## config.mk

```make
export PLATFORM = sky130hd
export DESIGN_NAME = id_ex_pipeline
export DESIGN_NICKNAME = d
export VERILOG_FILES = /design/src/rtl/mips_pkg.sv /design/src/rtl/id_ex_pipeline_load_use_detector.sv /design/src/rtl/id_ex_pipeline.sv
export SDC_FILE = /design/constraint.sdc
export NUM_CORES = 1
export LEC_CHECK = 0
export CORE_UTILIZATION = 42
export DETAILED_ROUTE_END_ITERATION = 8
export PLACE_DENSITY = 0.87
export SYNTH_ARGS = -nofsm -noshare
export SYNTH_HDL_FRONTEND = slang
export SYNTH_SLANG_ARGS = --single-unit
```

## constraint.sdc

```tcl
create_clock -name Clk -period 2.3 [get_ports Clk]
set_input_delay 0.46 -clock Clk [delete_from_list [all_inputs] [get_ports Clk]]
set_output_delay 0.46 -clock Clk [all_outputs]
set_load 0.005 [all_outputs]
```

## src/rtl/mips_pkg.sv

```systemverilog
// Shared MIPS pipeline definitions: widths, ALU op encodings and the ID/EX control bundle.
package mips_pkg;

  localparam int DATA_W  = 32;
  localparam int REG_AW  = 5;
  localparam int ALUOP_W = 4;

  localparam logic [REG_AW-1:0] REG_ZERO = 5'd0;

  localparam logic [ALUOP_W-1:0] ALUOP_ADD = 4'd0;
  localparam logic [ALUOP_W-1:0] ALUOP_SUB = 4'd1;
  localparam logic [ALUOP_W-1:0] ALUOP_AND = 4'd2;
  localparam logic [ALUOP_W-1:0] ALUOP_OR  = 4'd3;
  localparam logic [ALUOP_W-1:0] ALUOP_SLT = 4'd4;
  localparam logic [ALUOP_W-1:0] ALUOP_NOP = 4'd0;

  typedef struct packed {
    logic reg_write;
    logic mem_read;
    logic mem_write;
    logic mem_to_reg;
    logic alu_src;
    logic reg_dst;
    logic load_byte;
    logic store_byte;
  } id_ex_ctrl_t;

  localparam id_ex_ctrl_t CTRL_BUBBLE = id_ex_ctrl_t'(8'd0);

endpackage

```

## src/rtl/id_ex_pipeline_load_use_detector.sv

```systemverilog
// Combinational load-use compare between the load in EX and the sources of the ID instruction.
module load_use_detector
  import mips_pkg::*;
#(
  parameter int REG_AW = mips_pkg::REG_AW
) (
  input  logic              mem_read_ex,
  input  logic [REG_AW-1:0] rt_ex,
  input  logic [REG_AW-1:0] rs_id,
  input  logic [REG_AW-1:0] rt_id,
  output logic              hazard
);

  // A load into $zero produces nothing to wait for, so it never stalls.
  always_comb begin
    hazard = 1'b0;
    if (mem_read_ex && (rt_ex != REG_AW'(REG_ZERO)) && ((rt_ex == rs_id) || (rt_ex == rt_id))) begin
      hazard = 1'b1;
    end else begin
      hazard = 1'b0;
    end
  end

endmodule

```

## src/rtl/id_ex_pipeline.sv

```systemverilog
// ID/EX pipeline register with load-use bubble insertion.
// Optional bubble counter enabled by defining ID_EX_PERF_CNT_EN.
module id_ex_pipeline
  import mips_pkg::*;
#(
  parameter int DATA_W  = mips_pkg::DATA_W,
  parameter int REG_AW  = mips_pkg::REG_AW,
  parameter int ALUOP_W = mips_pkg::ALUOP_W
) (
  input  logic               Clk,
  input  logic               Rst,
  input  logic               Stall,
  input  logic               Flush,
  input  logic [DATA_W-1:0]  Rs_data_ID,
  input  logic [DATA_W-1:0]  Rt_data_ID,
  input  logic [REG_AW-1:0]  Rs_ID,
  input  logic [REG_AW-1:0]  Rt_ID,
  input  logic [REG_AW-1:0]  Rd_ID,
  input  logic [DATA_W-1:0]  Imm_ID,
  input  logic [DATA_W-1:0]  PC_plus4_ID,
  input  logic               RegWrite_ID,
  input  logic               MemRead_ID,
  input  logic               MemWrite_ID,
  input  logic               MemToReg_ID,
  input  logic               ALUSrc_ID,
  input  logic               RegDst_ID,
  input  logic               Load_Byte_control_ID,
  input  logic               Store_Byte_control_ID,
  input  logic [ALUOP_W-1:0] ALUOp_ID,
  output logic [DATA_W-1:0]  Rs_data_EX,
  output logic [DATA_W-1:0]  Rt_data_EX,
  output logic [REG_AW-1:0]  Rs_EX,
  output logic [REG_AW-1:0]  Rt_EX,
  output logic [REG_AW-1:0]  Rd_EX,
  output logic [DATA_W-1:0]  Imm_EX,
  output logic [DATA_W-1:0]  PC_plus4_EX,
  output logic               RegWrite_EX,
  output logic               MemRead_EX,
  output logic               MemWrite_EX,
  output logic               MemToReg_EX,
  output logic               ALUSrc_EX,
  output logic               RegDst_EX,
  output logic               Load_Byte_control_EX,
  output logic               Store_Byte_control_EX,
  output logic [ALUOP_W-1:0] ALUOp_EX,
  output logic [REG_AW-1:0]  RegWr_EX,
`ifdef ID_EX_PERF_CNT_EN
  output logic [31:0]        Bubble_count,
`endif
  output logic               Hazard_Stall
);

  id_ex_ctrl_t ctrl_id_s;
  id_ex_ctrl_t ctrl_ex_r;
  logic        hazard_s;
  logic        bubble_s;
  logic        load_s;

  assign ctrl_id_s = '{reg_write: RegWrite_ID, mem_read: MemRead_ID, mem_write: MemWrite_ID,
                       mem_to_reg: MemToReg_ID, alu_src: ALUSrc_ID, reg_dst: RegDst_ID,
                       load_byte: Load_Byte_control_ID, store_byte: Store_Byte_control_ID};

  assign RegWrite_EX           = ctrl_ex_r.reg_write;
  assign MemRead_EX            = ctrl_ex_r.mem_read;
  assign MemWrite_EX           = ctrl_ex_r.mem_write;
  assign MemToReg_EX           = ctrl_ex_r.mem_to_reg;
  assign ALUSrc_EX             = ctrl_ex_r.alu_src;
  assign RegDst_EX             = ctrl_ex_r.reg_dst;
  assign Load_Byte_control_EX  = ctrl_ex_r.load_byte;
  assign Store_Byte_control_EX = ctrl_ex_r.store_byte;

  load_use_detector #(.REG_AW(REG_AW)) u_detect (
    .mem_read_ex (ctrl_ex_r.mem_read),
    .rt_ex       (Rt_EX),
    .rs_id       (Rs_ID),
    .rt_id       (Rt_ID),
    .hazard      (hazard_s)
  );

  // Edge action: Flush beats Stall, Stall beats a hazard bubble; a squashed instruction is never held.
  always_comb begin
    bubble_s     = 1'b0;
    load_s       = 1'b0;
    Hazard_Stall = 1'b0;
    if (Flush) begin
      bubble_s = 1'b1;
    end else if (Stall) begin
      bubble_s = 1'b0;
    end else if (hazard_s) begin
      bubble_s     = 1'b1;
      Hazard_Stall = 1'b1;
    end else begin
      load_s = 1'b1;
    end
  end

  // Destination mux for write-back.
  always_comb begin
    RegWr_EX = Rt_EX;
    if (ctrl_ex_r.reg_dst) begin
      RegWr_EX = Rd_EX;
    end else begin
      RegWr_EX = Rt_EX;
    end
  end

  // Pipeline register bank; a bubble zeroes every field so EX sees a deterministic NOP.
  always_ff @(posedge Clk) begin
    if (Rst || bubble_s) begin
      ctrl_ex_r   <= CTRL_BUBBLE;
      ALUOp_EX    <= {ALUOP_W{1'b0}};
      Rs_data_EX  <= {DATA_W{1'b0}};
      Rt_data_EX  <= {DATA_W{1'b0}};
      Rs_EX       <= {REG_AW{1'b0}};
      Rt_EX       <= {REG_AW{1'b0}};
      Rd_EX       <= {REG_AW{1'b0}};
      Imm_EX      <= {DATA_W{1'b0}};
      PC_plus4_EX <= {DATA_W{1'b0}};
    end else if (load_s) begin
      ctrl_ex_r   <= ctrl_id_s;
      ALUOp_EX    <= ALUOp_ID;
      Rs_data_EX  <= Rs_data_ID;
      Rt_data_EX  <= Rt_data_ID;
      Rs_EX       <= Rs_ID;
      Rt_EX       <= Rt_ID;
      Rd_EX       <= Rd_ID;
      Imm_EX      <= Imm_ID;
      PC_plus4_EX <= PC_plus4_ID;
    end
  end

`ifdef ID_EX_PERF_CNT_EN
  // Saturating count of edges that load a bubble; reset edges do not count.
  always_ff @(posedge Clk) begin
    if (Rst) begin
      Bubble_count <= 32'd0;
    end else if (bubble_s && (Bubble_count != 32'hFFFF_FFFF)) begin
      Bubble_count <= Bubble_count + 32'd1;
    end
  end
`endif

endmodule

```

After elaboration in Yosys (flattened, before gate mapping)
Cells that the tools add are included.
- input bits: 159
- word-level logic and storage cells: 32
- register bits: 155
- output and inout bits: 161
- equal/unequal tests: 2
- reduce and logical (&&, ||, !) cells: 5
- multiplexer cells: 9
- operators by type and width (kind ; count):
    equality test 5 bit ; 2
    two-way mux 1 bit ; 8
    two-way mux 5 bit ; 1
    nonzero test 5 bit ; 1
    logical AND 1 bit ; 2
    logical OR 1 bit ; 2

Depth between registers and ports, before layout
Gate-level depths: netlist (run 1).
- depth after elaboration: 8
- gate-level depth with buffers: 7
- depth with buffers taken out: 5

Cells and area by module
A second synthesis (run 1) with hierarchy kept.
- cell total of the unflattened synthesis: 713
- area total of the unflattened synthesis: 6413.7 µm²
- modules (own cells, without submodules) (module ; cells an instance ; times used ; area each (µm²) ; sequential area each (µm²)):
    id_ex_pipeline ; 696 ; 1 ; 6288.5 ; 3103.0
    load_use_detector ; 17 ; 1 ; 125.1 ; 0.0

Least setup slack after synthesis (run 1)
Ideal clock, no wire load.
- path kind: input -> output
- from: input port Rt_ID[2]
- to: output port Hazard_Stall
- setup slack: 0.347 ns
- cell stages on the path: 5
- buffers on the path: 1
- required time: 1.840 ns
- data arrival time: 1.493 ns
- path through: xor2_1 > nor4_2 > a32oi_2 > clkbuf_1 > nor4_1
- cells in the longest elaborated chain, start to end: 7
- RTL lines (item ; line ; text):
    start, declared ; id_ex_pipeline.sv:17 ; input logic [REG_AW-1:0] Rt_ID,
    equality test 5 bit ; id_ex_pipeline_load_use_detector.sv:17 ; if (mem_read_ex && (rt_ex != REG_AW'(REG_ZERO)) && ((rt_ex == rs_id) || (rt_ex == rt_id))) begin
    logical OR 1 bit ; id_ex_pipeline_load_use_detector.sv:17 ;
    logical AND 1 bit ; id_ex_pipeline_load_use_detector.sv:17 ;
    two-way mux 1 bit ; id_ex_pipeline_load_use_detector.sv:17 ;
    two-way mux 1 bit ; id_ex_pipeline.sv:89 ; end else if (hazard_s) begin
    two-way mux 1 bit ; id_ex_pipeline.sv:87 ; end else if (Stall) begin
    two-way mux 1 bit ; id_ex_pipeline.sv:85 ; if (Flush) begin
    end, declared ; id_ex_pipeline.sv:50 ; output logic Hazard_Stall
No other way between the ends.

Worst setup path after layout (run 1)
- from: register Rt_EX[1]
- to: output port Hazard_Stall
- cells in the longest elaborated chain, start to end: 7
- elaborated cells between the ends (all ways): 10
- those cells by class: eq/ne: 2; mux: 4; reduce/logical: 4
- RTL lines (item ; line ; text):
    start, declared ; id_ex_pipeline.sv:33 ; output logic [REG_AW-1:0] Rt_EX,
    start signal, assigned ; id_ex_pipeline.sv:115 ; Rt_EX <= {REG_AW{1'b0}};
    start signal, assigned ; id_ex_pipeline.sv:125 ; Rt_EX <= Rt_ID;
    equality test 5 bit / nonzero test 5 bit (equally long branches) ; id_ex_pipeline_load_use_detector.sv:17 ;
    logical OR 1 bit / logical AND 1 bit (equally long branches) ; id_ex_pipeline_load_use_detector.sv:17 ;
    logical AND 1 bit (*) ; id_ex_pipeline_load_use_detector.sv:17 ;
    two-way mux 1 bit (*) ; id_ex_pipeline_load_use_detector.sv:17 ;
    two-way mux 1 bit (*) ; id_ex_pipeline.sv:89 ;
    two-way mux 1 bit (*) ; id_ex_pipeline.sv:87 ;
    two-way mux 1 bit (*) ; id_ex_pipeline.sv:85 ;
Every way passes the cells marked *; elsewhere a longest branch is shown, timed or not.

==> results of run 1 <==
## stage by stage
step                TNS, ps  cell area (um^2)  setup WS (ps)  cells  hold WS, ps
detailed placement   -52690             10200           -651   1358          446
floorplan                 0              6940            347    885          453
CTS                   -74.0             10700          -74.0   1391          342
finish                    0             10900           18.3   1394          364
global route          -62.6             10900          -62.6   1394          364
global placement     -46630             10200           -666   1358          441
## path summary, 6_finish.rpt
path,start,to,slack [ps],cells past startpoint
max,Rt_EX[1],Hazard_Stall,20,5
min,Stall,Rs_data_EX[26],360,3
max reg2reg,Rt_EX[3],RegDst_EX,100,7
min reg2reg,PC_plus4_EX[29],PC_plus4_EX[29],450,2
## sequential cells by signal, summed over array words and instances (netlist names)
signal	cells
Rs_data_EX	32
RegDst_EX	1
Rt_data_EX	32
MemToReg_EX	1
ALUOp_EX	4
Imm_EX	32
Load_Byte_control_EX	1
Store_Byte_control_EX	1
Rd_EX	5
MemWrite_EX	1
PC_plus4_EX	32
RegWrite_EX	1
MemRead_EX	1
Rs_EX	5
ALUSrc_EX	1
Rt_EX	5
## timing repair
item | CTS | global route
setup endpoints to repair | 1 | 121
cloned | 0 | 1
buffers inserted | 2 | 1
gates resized for setup | 16 | 22
pin swaps | 4 | 8
## synth_stat cells
cell	instances
and2_1	1
clkbuf_4	5
a21bo_2	2
or2_2	1
or4_1	1
buf_8	1
o31ai_2	1
nor4_2	2
a32oi_2	1
o31ai_1	1
nor2_2	1
nor2_1	2
nor4_1	1
dfxtp_1	155
xnor2_1	2
clkbuf_1	55
o21ai_0	82
xor2_1	8
buf_6	14
nand2b_1	1
nor2b_1	152
mux2_2	5
o211ai_1	2
nand2_1	152
buf_2	6
and2_4	1
o21ai_1	70
a21oi_1	155
buf_4	5
## placed cells by master, fill, tap and decap left out, types with 3 or more instances in the layout
cell type	n
clkdlybuf4s50_1	309
a21oi_1	155
nor2b_1	152
nand2_1	152
dfxtp_1	150
o21ai_0	82
o21ai_1	70
clkbuf_16	18
buf_4	16
dlygate4sd2_1	6
mux2_2	5
xor2_1	5
dfxtp_4	4
clkinvlp_4	4
buf_12	4
xor2_2	3
clkinv_2	3
clkinv_4	3
buf_8	3
buf_6	3
## tightest hold or removal path: stages
cell and delay, ps:
buf_8 140, nand2_1 70, a21oi_1 50
## power groups by stage
stage / sequential [uW] / combinational [uW] / clock [uW]
after floorplan: 2880 / 443 / 0
after global placement: 2870 / 949 / 0
after detailed placement: 2870 / 964 / 0
after CTS: 2810 / 971 / 2590
after global routing: 2820 / 1080 / 2710
final: 2810 / 997 / 2550
## layer usage
metal | global-route usage | vias up
li1 | - | 3496
met1 | 0.267 | 3273
met2 | 0.402 | 246
met3 | 0.0708 | 53
met4 | 0.129 | 0
met5 | 0 | -
## final cells by class
type                    instances  share of cell area
diodes                          2            0.000461
clock buffers                  21              0.0424
flip-flops and latches        155               0.287
multi-input cells             644               0.315
well taps                     216              0.0249
repair buffers                346               0.323
clock inverters                10             0.00657
## kinds of logic after synthesis
group                     Yosys count  synth area share
xor gates and xnor gates           10            0.0126
muxes                               5           0.00811
AOI/OAI and AO/OA                 314             0.232
DFF                               155             0.447
buffers and inverters              86            0.0698
and+or+nand+nor                   315             0.231
==> flow_summary_export.csv, run 1 <==
group,metric,value,unit
detailed_routing,finalWirelength,21.6,mm
clock_tree,postCtsHoldBufs,0,
global_route,grt_max_degree,262,
detailed_routing,wl_met2,10.6,mm
placement,gp_congestion,0.839,
pwr,irDropWorstVdd,469,uV
pwr,p_per_area,586,nW/um^2
pwr,p_leak,0.00372,uW
synth,yosysSeqAreaShare,0.447,
cells_and_area,fin_util,0.678,
pwr,internal_power,4760,uW
synth,post-synth-top-area-cell,"dfxtp_1",
global_route,grt_antenna_before_repair,2,
run,max_cap_violations,0,
global_route,grt_pass1_vias,6370,
synth,syn-num-nets,1044,
sta,rsz0062_at_grt,"yes",
clock_tree,clock_sinks,155,
clock_tree,h-tree-depth,4,
pwr,combPwrFrac,0.157,
detailed_routing,topRoutingLayerUsed,"met4",
run_status,status,"finished clean",
pwr,p_clk_frac,0.401,
cells_and_area,nFillCells,1323,
sta,max-slew-margin-rel,0.312,
detailed_routing,postRouteAntennaNets,0,
placement,place.port_buffers,319,
detailed_routing,drt_first_pass_iters,7,
hold_path,holdCritPathClass,"in2reg",
synth,synth_seq_cells,155,
critical_path,critPathArrivalTime,1820,ps
synth,synth_warnings,0,
sta,finalHoldViolCount,0,
cells_and_area,drive_above_1_share,0.0697,
cells_and_area,area.growth.synth_to_final,56.4,%
floorplanning,rows,46,
clock_tree,clockRootBuffer,"clkbuf_16",
detailed_routing,first_iter_violations,424,
floorplanning,start_util,0.434,
sta,period_share,0.992,
critical_path,critical-path-max-stage-delay,360,ps
sta,skew,10.5,ps
detailed_routing,wl_met3,1.73,mm
cells_and_area,fin_nets,1323,
placement,hpwl,14.1,mm
floorplanning,io_pins,320,
detailed_routing,viasPerCell,5.07,
pwr,p_seq_frac,0.443,
floorplanning,core_region_area,16000,um^2
clock_tree,tritoncts,"built",
sta,worst_pin_slew,1030,ps
critical_path,crit_chain,"xor2_2 -> nor4_4 -> a32oi_4 -> nor4_4 -> buf_2",
synth,syn_area,6940,um^2
pwr,p_total,6360,uW
critical_path,crit_required,1840,ps
pwr,switching_power,1590,uW
synth,synth_area_per_cell,7.84,um^2
sta,min_period,2280,ps
critical_path,crit_family,"simple AND/OR/NAND/NOR gates",
critical_path,critPathKind,"reg2out",
synth,synth_area_leaders,"dfxtp_1, nor2b_1, a21oi_1, nand2_1, o21ai_0",
detailed_routing,num_vias,7068,
global_route,grt.total_usage,0.237,
detailed_routing,drcViolationCount,0,
critical_path,slowest_stage,"dfxtp_4",
clock_tree,path_clk_slew,70,ps
detailed_routing,met1_length,8.53,mm
global_route,grt_overflow_total,0,
critical_path,startpoint_type,"register",
critical_path,crit_path_end_kind,"output pin",
sta,finalSetupViolCount,0,
sta,fmax,438,MHz
critical_path,path_buf_inv,1,
sta,report.final.slew_viol_count,0,
cells_and_area,seqCellArea,3120,um^2
cells_and_area,multi_input_comb_area,3420,um^2
pwr,switching_share,0.250,
critical_path,crit_path_max_fanout,2,
clock_tree,cts_buffer_depth,2,
floorplanning,die-height,131,um
synth,ys_types,29,
detailed_routing,wl_per_cell,15.5,um
global_route,grt_pass1_wl,31.6,mm
clock_tree,cts_buffers,17,
floorplanning,dieArea,17000,um^2
synth,synth.top_cell.area_share,0.447,
critical_path,crit_top_cell,"nor4_4",
floorplanning,dieWidth,131,um
clock_tree,clock_insertion_delay_worst_skew,410,ps
synth,syn_inst,885,
Power figures use the tool's default switching activity.
==> run 2: changes to the inputs <==
--- a/config.mk
+++ b/config.mk
@@ -5,9 +5,10 @@
 export SDC_FILE = /design/constraint.sdc
 export NUM_CORES = 1
 export LEC_CHECK = 0
-export CORE_UTILIZATION = 42
+export ABC_AREA = 1
+export CORE_UTILIZATION = 39
 export DETAILED_ROUTE_END_ITERATION = 8
-export PLACE_DENSITY = 0.87
+export PLACE_DENSITY = 0.86
 export SYNTH_ARGS = -nofsm -noshare
 export SYNTH_HDL_FRONTEND = slang
 export SYNTH_SLANG_ARGS = --single-unit
==> flow_summary_export.csv, run 2 <==
group,metric,value,unit
synth,syn_area,6010,um^2
synth,synth_warnings,0,
clock_tree,clock_insertion_delay_worst_skew,410,ps
detailed_routing,postRouteAntennaNets,0,
placement,place_ws,-388,ps
synth,synth_area_leaders,"dfxtp_1, nand3_1, a21oi_1, nand2_1, buf_6",
pwr,p_per_area,634,nW/um^2
hold_path,holdCritPathClass,"in2reg",
clock_tree,tritoncts,"built",
cells_and_area,layout_common_cells,"clkdlybuf4s50_1, nand2_1, nand3_1",
detailed_routing,drt_first_pass_iters,5,
synth,syn_inst,756,
synth,ys_types,16,
detailed_routing,drcViolationCount,0,
cells_and_area,drive_above_1_share,0.0829,
global_route,grt_antenna_before_repair,2,
synth,async_flop_share,0,
sta,skew,8.16,ps
sta,timing.hold.ws,395,ps
placement,gp_congestion,0.879,
global_route,grt_max_degree,83,
detailed_routing,finalWirelength,19.3,mm
global_route,grt_pass1_wl,30.7,mm
floorplanning,io_pins,320,
pwr,p_total,6310,uW
critical_path,reg2reg_to,"ALUOp_EX[0]",
critical_path,reg2reg_depth,12,
global_route,grt_pass1_vias,6336,
pwr,irDropWorstVdd,420,uV
floorplanning,dieWidth,126,um
clock_tree,clockRootBuffer,"clkbuf_16",
synth,synth-main-ff-cell,"dfxtp_1",
synth,syn-num-nets,915,
critical_path,critPathArrivalTime,1760,ps
synth,yosysMostFrequentCell,"nand2_1",
synth,synth_edf_count,0,
sta,period_share,0.967,
synth,yosysSeqAreaShare,0.516,
placement,hpwl,13.4,mm
synth,synth_common_cells,"nand2_1, nand3_1, dfxtp_1",
critical_path,critPathKind,"in2out",
detailed_routing,viasPerCell,5.14,
critical_path,startpoint,"Rs_ID[3]",
sta,max-slew-margin-rel,0.759,
sta,fmax,450,MHz
synth,synth_seq_cells,155,
cells_and_area,fin_nets,1211,
clock_tree,cts_buffers,17,
cells_and_area,area.growth.synth_to_final,65.7,%
detailed_routing,first_iter_violations,349,
floorplanning,die-height,126,um
global_route,grt_overflow_total,0,
run,max_cap_violations,0,
floorplanning,dieArea,15900,um^2
critical_path,crit_path_end_kind,"output pin",
placement,place.port_buffers,319,
global_route,grt.total_usage,0.241,
critical_path,rr_startpoint,"Rt_EX[3]",
clock_tree,h-tree-depth,4,
clock_tree,postCtsHoldBufs,0,
clock_tree,clock_sinks,155,
synth,synth.top_cell.area_share,0.516,
critical_path,startpoint_type,"input pin",
clock_tree,cts_buffer_depth,2,
clock_tree,path_clk_slew,60,ps
detailed_routing,wl_per_cell,15.4,um
sta,fin_setup_tns,0,ps
floorplanning,core_region_area,15100,um^2
placement,placed_cell_area,9350,um^2
sta,report.final.slew_viol_count,0,
synth,post-synth-top-area-cell,"dfxtp_1",
cells_and_area,mostFrequentLayoutCell,"clkdlybuf4s50_1",
critical_path,crit_end,"Hazard_Stall",
pwr,p_leak,0.00350,uW
sta,worst_pin_slew,361,ps
critical_path,crit_path_max_fanout,3,
cells_and_area,design_area,9960,um^2
run_status,status,"finished clean",
sta,worst_slack,75.9,ps
sta,finalSetupViolCount,0,
critical_path,r2r_slack,370,ps
floorplanning,rows,45,
sta,finalHoldViolCount,0,
detailed_routing,num_vias,6430,
synth,synth_area_per_cell,7.95,um^2
floorplanning,start_util,0.397,
critical_path,crit_required,1840,ps
sta,min_period,2220,ps
## run 2: changes by cell type after synthesis, moves of 23 or more
cell      change
buf_2        +26
clkbuf_1     -37
nand3_1     +158
nor2b_1     -152
o21ai_1      -70
o21ai_0      -76
nand2_1      +23
## run 2: cell families after synthesis
logic type,Yosys count,share of synthesized area
buffers and inverters,84,0.0816
flip-flops,155,0.516
XOR/XNOR,2,0.00291
AO/OA/AOI/OAI,161,0.140
AND/OR/NAND/NOR,354,0.259
## run 2: power breakdown
| group | internal [uW] | switching [uW] | total [uW] |
|---|---|---|---|
| Clock | 1740 | 1060 | 2800 |
| Combinational | 446 | 291 | 737 |
| Sequential | 2740 | 34.7 | 2780 |
| Total | 4930 | 1380 | 6310 |
## run 2: timing repair
item                       CTS  global route
pin swaps                    3             2
gates resized for setup      5             6
setup buffers                1             0
setup endpoints to repair    1             1
## run 2: worst max-delay path: stages
cell and delay [ps]:
clkdlybuf4s50_1 510, inv_1 50, nand2_1 60, nand2_1 50, nor2_1 110, nand3_1 110
nand2_2 90, nand3_2 90, nor2_2 100, buf_2 140
## run 2: worst min path at each step
stage                    start               to  cells after the start
2_1_floorplan      ALUOp_EX[0]      ALUOp_EX[0]                      2
3_3_place_gp     Rt_data_EX[2]    Rt_data_EX[2]                      2
3_5_place_dp   PC_plus4_EX[19]  PC_plus4_EX[19]                      2
4_1_cts             Imm_EX[28]       Imm_EX[28]                      2
5_1_grt               Rt_ID[4]         Rt_EX[4]                      3
6_report              Rt_ID[4]         Rt_EX[4]                      3
## run 2: layout make-up
type,instances,area [um^2]
inverters,15,56.3
fillers,1216,5190
multi-input cells,517,2460
clock buffers,21,460
flip-flops and latches,155,3100
repair buffers,346,3520
well taps,188,235
clock inverters,8,120
diodes,1,2.50
## run 2: stage by stage
step,instances,utilization
2_1_floorplan,756,-
4_1_cts,1250,0.656
5_1_grt,1251,0.657
3_3_place_gp,1220,0.618
3_5_place_dp,1220,0.618
6_report,1251,0.657
## run 2: routing by layer
metal,routed length (um),track usage
met1,7460,0.260
met2,9460,0.414
met3,1850,0.0935
met4,514,0.112
met5,11,0
==> run 3: changes to the inputs <==
--- a/config.mk
+++ b/config.mk
@@ -7,6 +7,7 @@
 export LEC_CHECK = 0
 export ABC_AREA = 1
 export CORE_UTILIZATION = 39
+export CTS_CLUSTER_SIZE = 12
 export DETAILED_ROUTE_END_ITERATION = 8
 export PLACE_DENSITY = 0.86
 export SYNTH_ARGS = -nofsm -noshare
==> results of run 3 <==
No change in the layout: final DEF, timing and power equal those of run 2.
